==> src/rtl/alu_pkg.sv <==
// Shared op codes, state encoding and op classification for the ALU bus sequencer.
// No logic latency; pure definitions.
// No flow control here.
package alu_pkg;

    localparam int NUM_OPS = 8;

    localparam int OP_ADD = 0;
    localparam int OP_SUB = 1;
    localparam int OP_AND = 2;
    localparam int OP_OR  = 3;
    localparam int OP_XOR = 4;
    localparam int OP_NOT = 5;
    localparam int OP_INC = 6;
    localparam int OP_DEC = 7;

    typedef enum logic [2:0] {
        ST_IDLE,
        ST_LOAD_A,
        ST_LOAD_B,
        ST_EXEC,
        ST_DONE,
        ST_ERR
    } state_t;

    // Binary ops consume two bus words; the rest take only operand A.
    function automatic logic is_binary_op(input int unsigned op);
        return op <= OP_XOR;
    endfunction

endpackage

==> src/rtl/alu_bus_sequencer.sv <==
// Sequences one ALU operation: latch request, read operands off the bus, run the ALU, hold the response.
// Latency: 4 cycles accept-to-resp_valid for binary ops, 3 for unary, 2 for invalid ops; stretched by operand waits.
// Backpressure: resp held in DONE until resp_ready; req_ready low for the whole transaction.
module alu_bus_sequencer
    import alu_pkg::*;
#(
    parameter int WIDTH   = 16,
    parameter int OP_W    = 5,
    parameter int NUM_OPS = alu_pkg::NUM_OPS
) (
    input  logic             clk,
    input  logic             rst_n,
    input  logic             req_valid,
    output logic             req_ready,
    input  logic [OP_W-1:0]  req_op,
    input  logic             req_use_carry,
    input  logic             bus_valid,
    input  logic [WIDTH-1:0] bus_data,
    input  logic             clear_flags,
    output logic [WIDTH-1:0] alu_in_1,
    output logic [WIDTH-1:0] alu_in_2,
    output logic [OP_W-1:0]  alu_select,
    output logic             alu_enable,
    output logic             alu_carry_in,
    input  logic             alu_carry_out,
    input  logic             alu_zero,
    output logic             resp_valid,
    input  logic             resp_ready,
    output logic [WIDTH-1:0] resp_data,
    output logic             resp_err,
    output logic             carry_flag,
    output logic             zero_flag
);

    state_t           state_q;
    state_t           state_d;
    logic [OP_W-1:0]  op_q;
    logic             use_carry_q;
    logic [WIDTH-1:0] op_a_q;
    logic [WIDTH-1:0] op_b_q;
    logic [WIDTH-1:0] resp_data_q;
    logic             resp_err_q;
    logic             carry_q;
    logic             zero_q;

    always_ff @(posedge clk or negedge rst_n) begin
        if (!rst_n) begin
            state_q <= ST_IDLE;
        end else begin
            state_q <= state_d;
        end
    end

    always_comb begin
        state_d = state_q;
        case (state_q)
            ST_IDLE: begin
                if (req_valid) begin
                    state_d = (32'(req_op) < NUM_OPS) ? ST_LOAD_A : ST_ERR;
                end
            end
            ST_LOAD_A: begin
                if (bus_valid) begin
                    state_d = is_binary_op(32'(op_q)) ? ST_LOAD_B : ST_EXEC;
                end
            end
            ST_LOAD_B: begin
                if (bus_valid) begin
                    state_d = ST_EXEC;
                end
            end
            ST_EXEC: state_d = ST_DONE;
            ST_ERR:  state_d = ST_DONE;
            ST_DONE: begin
                if (resp_ready) begin
                    state_d = ST_IDLE;
                end
            end
            default: state_d = ST_IDLE;
        endcase
    end

    // Operand/response datapath; op_b is zeroed on accept so unary ops see B=0.
    always_ff @(posedge clk or negedge rst_n) begin
        if (!rst_n) begin
            op_q        <= '0;
            use_carry_q <= 1'b0;
            op_a_q      <= '0;
            op_b_q      <= '0;
            resp_data_q <= '0;
            resp_err_q  <= 1'b0;
        end else begin
            case (state_q)
                ST_IDLE: begin
                    if (req_valid) begin
                        op_q        <= req_op;
                        use_carry_q <= req_use_carry;
                        op_b_q      <= '0;
                    end
                end
                ST_LOAD_A: begin
                    if (bus_valid) begin
                        op_a_q <= bus_data;
                    end
                end
                ST_LOAD_B: begin
                    if (bus_valid) begin
                        op_b_q <= bus_data;
                    end
                end
                ST_EXEC: begin
                    resp_data_q <= bus_data;
                    resp_err_q  <= 1'b0;
                end
                ST_ERR: begin
                    resp_data_q <= '0;
                    resp_err_q  <= 1'b1;
                end
                default: ;
            endcase
        end
    end

    // clear_flags takes priority over the EXEC capture.
    always_ff @(posedge clk or negedge rst_n) begin
        if (!rst_n) begin
            carry_q <= 1'b0;
            zero_q  <= 1'b0;
        end else if (clear_flags) begin
            carry_q <= 1'b0;
            zero_q  <= 1'b0;
        end else if (state_q == ST_EXEC) begin
            carry_q <= alu_carry_out;
            zero_q  <= alu_zero;
        end
    end

    assign req_ready    = (state_q == ST_IDLE);
    assign resp_valid   = (state_q == ST_DONE);
    assign alu_enable   = (state_q == ST_EXEC);
    assign alu_carry_in = alu_enable & use_carry_q & carry_q & (op_q == OP_W'(OP_ADD));
    assign alu_select   = op_q;
    assign alu_in_1     = op_a_q;
    assign alu_in_2     = op_b_q;
    assign resp_data    = resp_data_q;
    assign resp_err     = resp_err_q;
    assign carry_flag   = carry_q;
    assign zero_flag    = zero_q;

endmodule
==> config.mk <==
export PLATFORM = sky130hd
export DESIGN_NAME = alu_bus_sequencer
export DESIGN_NICKNAME = d
export VERILOG_FILES = /design/src/rtl/alu_pkg.sv /design/src/rtl/alu_bus_sequencer.sv
export SDC_FILE = /design/constraint.sdc
export NUM_CORES = 1
export LEC_CHECK = 0
export ABC_AREA = 1
export BUFFER_PORTS_ARGS = -buffer_cell sky130_fd_sc_hd__buf_2
export CAP_MARGIN = 0
export CORE_ASPECT_RATIO = 0.75
export CORE_MARGIN = 2
export CORE_UTILIZATION = 50
export CTS_CLUSTER_DIAMETER = 50
export DETAILED_ROUTE_END_ITERATION = 7
export GPL_ROUTABILITY_DRIVEN = 0
export GPL_TIMING_DRIVEN = 0
export PLACE_DENSITY = 0.87
export SYNTH_ARGS = -nofsm -noshare
export SYNTH_HDL_FRONTEND = slang
export SYNTH_SLANG_ARGS = --single-unit
==> constraint.sdc <==
create_clock -name clk -period 2.5 [get_ports clk]
set_clock_uncertainty 0.1 [all_clocks]
set_input_delay 0.125 -clock clk [delete_from_list [all_inputs] [get_ports clk]]
set_output_delay 0.125 -clock clk [all_outputs]
set_load 0.02 [all_outputs]
-- Yosys cells after proc, flatten, opt, wreduce, memory -nomap -nowiden
Cells that the tools add are included.
- logic and storage cells: 49
- register bits: 60
- output and inout port bits: 60
- muxes and demuxes: 16
- reduce and logical (&&, ||, !) cells: 10
- equality and inequality tests: 9
- order comparisons: 2
- bitwise gates (word level): 3
- operators with widths (kind ; number):
    16-bit one-hot mux with 2 select lines ; 2
    16-bit 2-to-1 mux ; 2
    3-bit 2-to-1 mux ; 5
    3-bit one-hot mux with 5 select lines ; 1
    3-bit by 2-bit == test with 1-bit output (second input constant) ; 2
    3-bit == test (second input constant) ; 2
    2-bit != test (second input constant) ; 3
    2-bit nonzero test ; 3
    5-bit by 3-bit <= comparator with 1-bit output (second input constant) ; 1
    5-bit zero test ; 1
    5-bit by 4-bit less-than comparator with 1-bit output (second input constant) ; 1
    1-bit 2-to-1 mux ; 5
    2-bit AND reduction ; 2
    4-bit AND reduction ; 1
    1-bit bitwise AND ; 3
    3-bit by 1-bit == test with 1-bit output (second input constant) ; 1
    3-bit zero test ; 1
    3-bit AND reduction ; 1
    2-bit by 1-bit != test with 1-bit output (second input constant) ; 1
    1-bit one-hot mux with 2 select lines ; 1
    2-bit OR reduction ; 1

-- Depth between registers and ports, before layout
- depth in word-level cells: 4
- depth in mapped cells: 10
- depth with buffers taken out: 8

-- Worst setup path after synthesis
OpenSTA, ideal clock, no wires.
- path type: flip-flop to output port
- start: register state_q[2]
- end: output alu_carry_in
- buffers on the path: 2
- cell stages (with the launch flop): 6
- setup slack: 0.863 ns
- data arrival time: 1.412 ns
- path through: dfrtp_1 > buf_4 > inv_2 > nand3_1 > clkbuf_1 > nor3_1
- cells in the longest elaborated chain, start to end: 4
- RTL lines (element ; RTL line ; RTL):
    start, declared ; alu_bus_sequencer.sv:35 ; state_t state_q;
    start signal, assigned ; alu_bus_sequencer.sv:50 ; state_q <= state_d;
    3-bit by 2-bit == test with 1-bit output ; alu_bus_sequencer.sv:140 ; assign alu_enable = (state_q == ST_EXEC);
    1-bit bitwise AND (3 in series) ; alu_bus_sequencer.sv:141 ; assign alu_carry_in = alu_enable & use_carry_q & carry_q & (op_q == OP_W'(OP_ADD));
    end, declared ; alu_bus_sequencer.sv:24 ; output logic alu_carry_in,
Every way passes these cells.

-- Worst setup path after layout
- start: register state_q[2]
- end: register zero_q (netlist: zero_flag)
- cells in the longest elaborated chain, start to end: 2
- RTL lines (element ; RTL line ; RTL):
    3-bit by 2-bit == test with 1-bit output ; alu_bus_sequencer.sv:132 ; end else if (state_q == ST_EXEC) begin
    2-bit nonzero test (no source line) ; n/a ;
    end signal, assigned ; alu_bus_sequencer.sv:134 ; zero_q <= alu_zero;
    end, declared ; alu_bus_sequencer.sv:44 ; logic zero_q;
Every way passes these cells.
A chain may end at the register's enable or synchronous reset.

==> run metrics <==
cell taking the most area after synthesis=dfrtp_1; ranking of synthesized cells by area=dfrtp_1 61%, nand2_1 14%, o21ai_0 6.7%, nand3_1 5.3%, inv_1 3.2%; number of enable flip-flop cells after synthesis=0; DRC viols=0; Core ar.=4820 um^2; share of power burned in registers=0.357; Slew Limit Headroom=0.519; Hold Buf Count CTS=27; RSZ-0062 raised after global routing=false; Worst Slack Setup Final=0.406 ns; Yosys top cell area share=0.613; CTS clk-pin slew, worst paths=0.07 ns; Resize count post-CTS=0; leak pwr=1.99 nW; switching pwr=1.86 mW; Final Cycle Share=0.838; routed len/inst=15.2 um; status=completed; power share of the combinational group=0.427; Post-CTS Repair Setup Buffers=0; mapped cell area=2450 um^2; Via Count=2406; clk sink count=60; CP Data Arrival Time=2.27 ns; Synth Flop Type=dfrtp_1; P_int=2.53 mW; initial core utilization=0.509; Final Max Slew Viols=0; I/O Buffers=88; max-cap violation count=0; ant diodes=0; Fmax=478 MHz; crit start category=register; vias in the first global route=2292; Synth Instances=271; largest net degree at the start of global routing=61; syn_area_per_cell=9.04 um^2; DP Worst Slack=0.784 ns; Worst-Margin Slew=0.722 ns; maximum vdd drop=0.644 mV; critical path capture point=zero_flag$_DFFE_PN0P_; area of the multi-input gates=786 um^2; clock period minus worst slack=2.09 ns; Reg area=1500 um^2; antenna violation net count after detailed routing=0; nets in the synthesized netlist=301; Layout area overhead=41.5%; Yosys reg bits=60; Vias/cell=5.20; Async SR Flop Fraction=1.00; Worst Path Max Fanout=10; crit path capture type=register; reg-to-reg slack, setup=0.41 ns; Die Y=64.6 um; first drt pass iteration count=7; Max Buffers Root-to-Sink=2; total grt overflow=0; initial antenna violation count=0; synth warn=0; Die W=84.8 um; FP Rows=22; Crit path required time=2.67 ns; cell count of the worst reg-to-reg path=7; Critical path origin=state_q[2]$_DFFE_PN0P_; synth cell count leaders=90 x nand2_1, 60 x dfrtp_1, 33 x o21ai_0; pwr dens=1270 nW/um^2; clock share of power=0.216; H-Tree Level Count=3; Hold Fails Final Rpt=0; # IOs=90; Hold Path Stages=4; WS Path Type=reg2reg; Final Setup Violations=0; min-delay worst type=in2reg; global-route wire length before repair=11300 um; nets@finish=428; reg2reg end=zero_flag$_DFFE_PN0P_; worst skew pair latency=0.33 ns; # fillers=322; Root Driver=clkbuf_8; post-synthesis sequential area ratio=0.613; GRT Resource Usage Total=0.274; Cell variety after synth=20; Routed WL=7050 um; share of cells above drive strength 1=0.288; DP Wirelength=4540 um; WHS=0.0623 ns; initial DRC count=269; full die area=5480 um^2; sw frac=0.425; setup TNS=0 ns; reg2reg start=state_q[2]$_DFFE_PN0P_; CTS tree=yes; most common cell in the netlist=nand2_1; CTS Buf Count=9
==> worst max-delay path, cell delays in order, from the launching register on <==
cell and delay, ns:
dfrtp_1 0.33, buf_4 0.17, inv_2 0.08, nand3_1 0.14, clkbuf_1 0.42, nor2_1 0.08
nor2_1 0.17, dlygate4sd3_1 0.56
==> per-stage QoR <==
stage          cell area, um^2  power [mW]  utilization  std cells
3_3_place_gp              2970        3.28        0.616        419
5_1_grt                   3470        4.64        0.719        463
2_1_floorplan             2450        2.72            -        271
3_5_place_dp              2970        3.35        0.616        419
6_report                  3470        4.39        0.719        463
4_1_cts                   3450        4.35        0.717        462
==> power by group through the flow <==
| stage | sequential, mW | clock, mW | combinational, mW |
|---|---|---|---|
| finish | 1.57 | 0.948 | 1.87 |
| global route | 1.61 | 1.01 | 2.03 |
| CTS | 1.56 | 0.958 | 1.83 |
| detailed placement | 1.58 | 0 | 1.78 |
| global placement | 1.55 | 0 | 1.73 |
| floorplan | 1.97 | 0 | 0.746 |
==> cell usage in the layout, fill, tap and decap left out, drive strengths merged <==
cell         count
clkinvlp         1
dfrtp           60
bufinv           2
clkinv           1
nand3           26
nand3b           2
a21oi            2
nand4            1
nor3             3
inv             26
buf             93
nor2            11
dlygate4sd3     28
clkbuf          18
o21ai           37
nand2           92
==> worst min path at each step <==
stage,start,end
final,bus_valid,state_q[1]$_DFFE_PN0P_
after global routing,bus_valid,state_q[0]$_DFFE_PN0P_
after CTS,rst_n,alu_in_2[15]$_DFFE_PN0P_
after detailed placement,req_use_carry,use_carry_q$_DFFE_PN0P_
after global placement,alu_carry_out,carry_flag$_DFFE_PN0P_
after floorplan,rst_n,alu_in_1[0]$_DFFE_PN0P_
==> cell type report <==
cell class                 instances  share of cell area
buffer                            11              0.0181
clock buffer                      12              0.0419
clock inverter                     4              0.0209
inverter                          26              0.0289
multi-input combinational        174               0.227
sequential                        60               0.433
tap                               60              0.0217
timing repair buffer             116               0.209
==> state kept, by name (all words and copies together) (netlist names) <==
signal,flops
resp_data,16
resp_err,1
carry_flag,1
alu_in_1,16
alu_in_2,16
zero_flag,1
state_q,3
alu_select,5
use_carry_q,1
==> cells by family after synthesis <==
group | share of synthesized area
buffers and inverters | 0.0664
DFF | 0.613
AOI/OAI and AO/OA | 0.0843
and+or+nand+nor | 0.236
==> layer usage <==
metal / vias to the layer above / part of all wire / global-route usage
li1: 1119 / - / -
met1: 1132 / 0.43 / 0.375
met2: 126 / 0.46 / 0.423
met3: 29 / 0.074 / 0.0637
met4: 0 / 0.039 / 0.117
met5: - / 0 / 0
(Power assumes the default switching activity.)
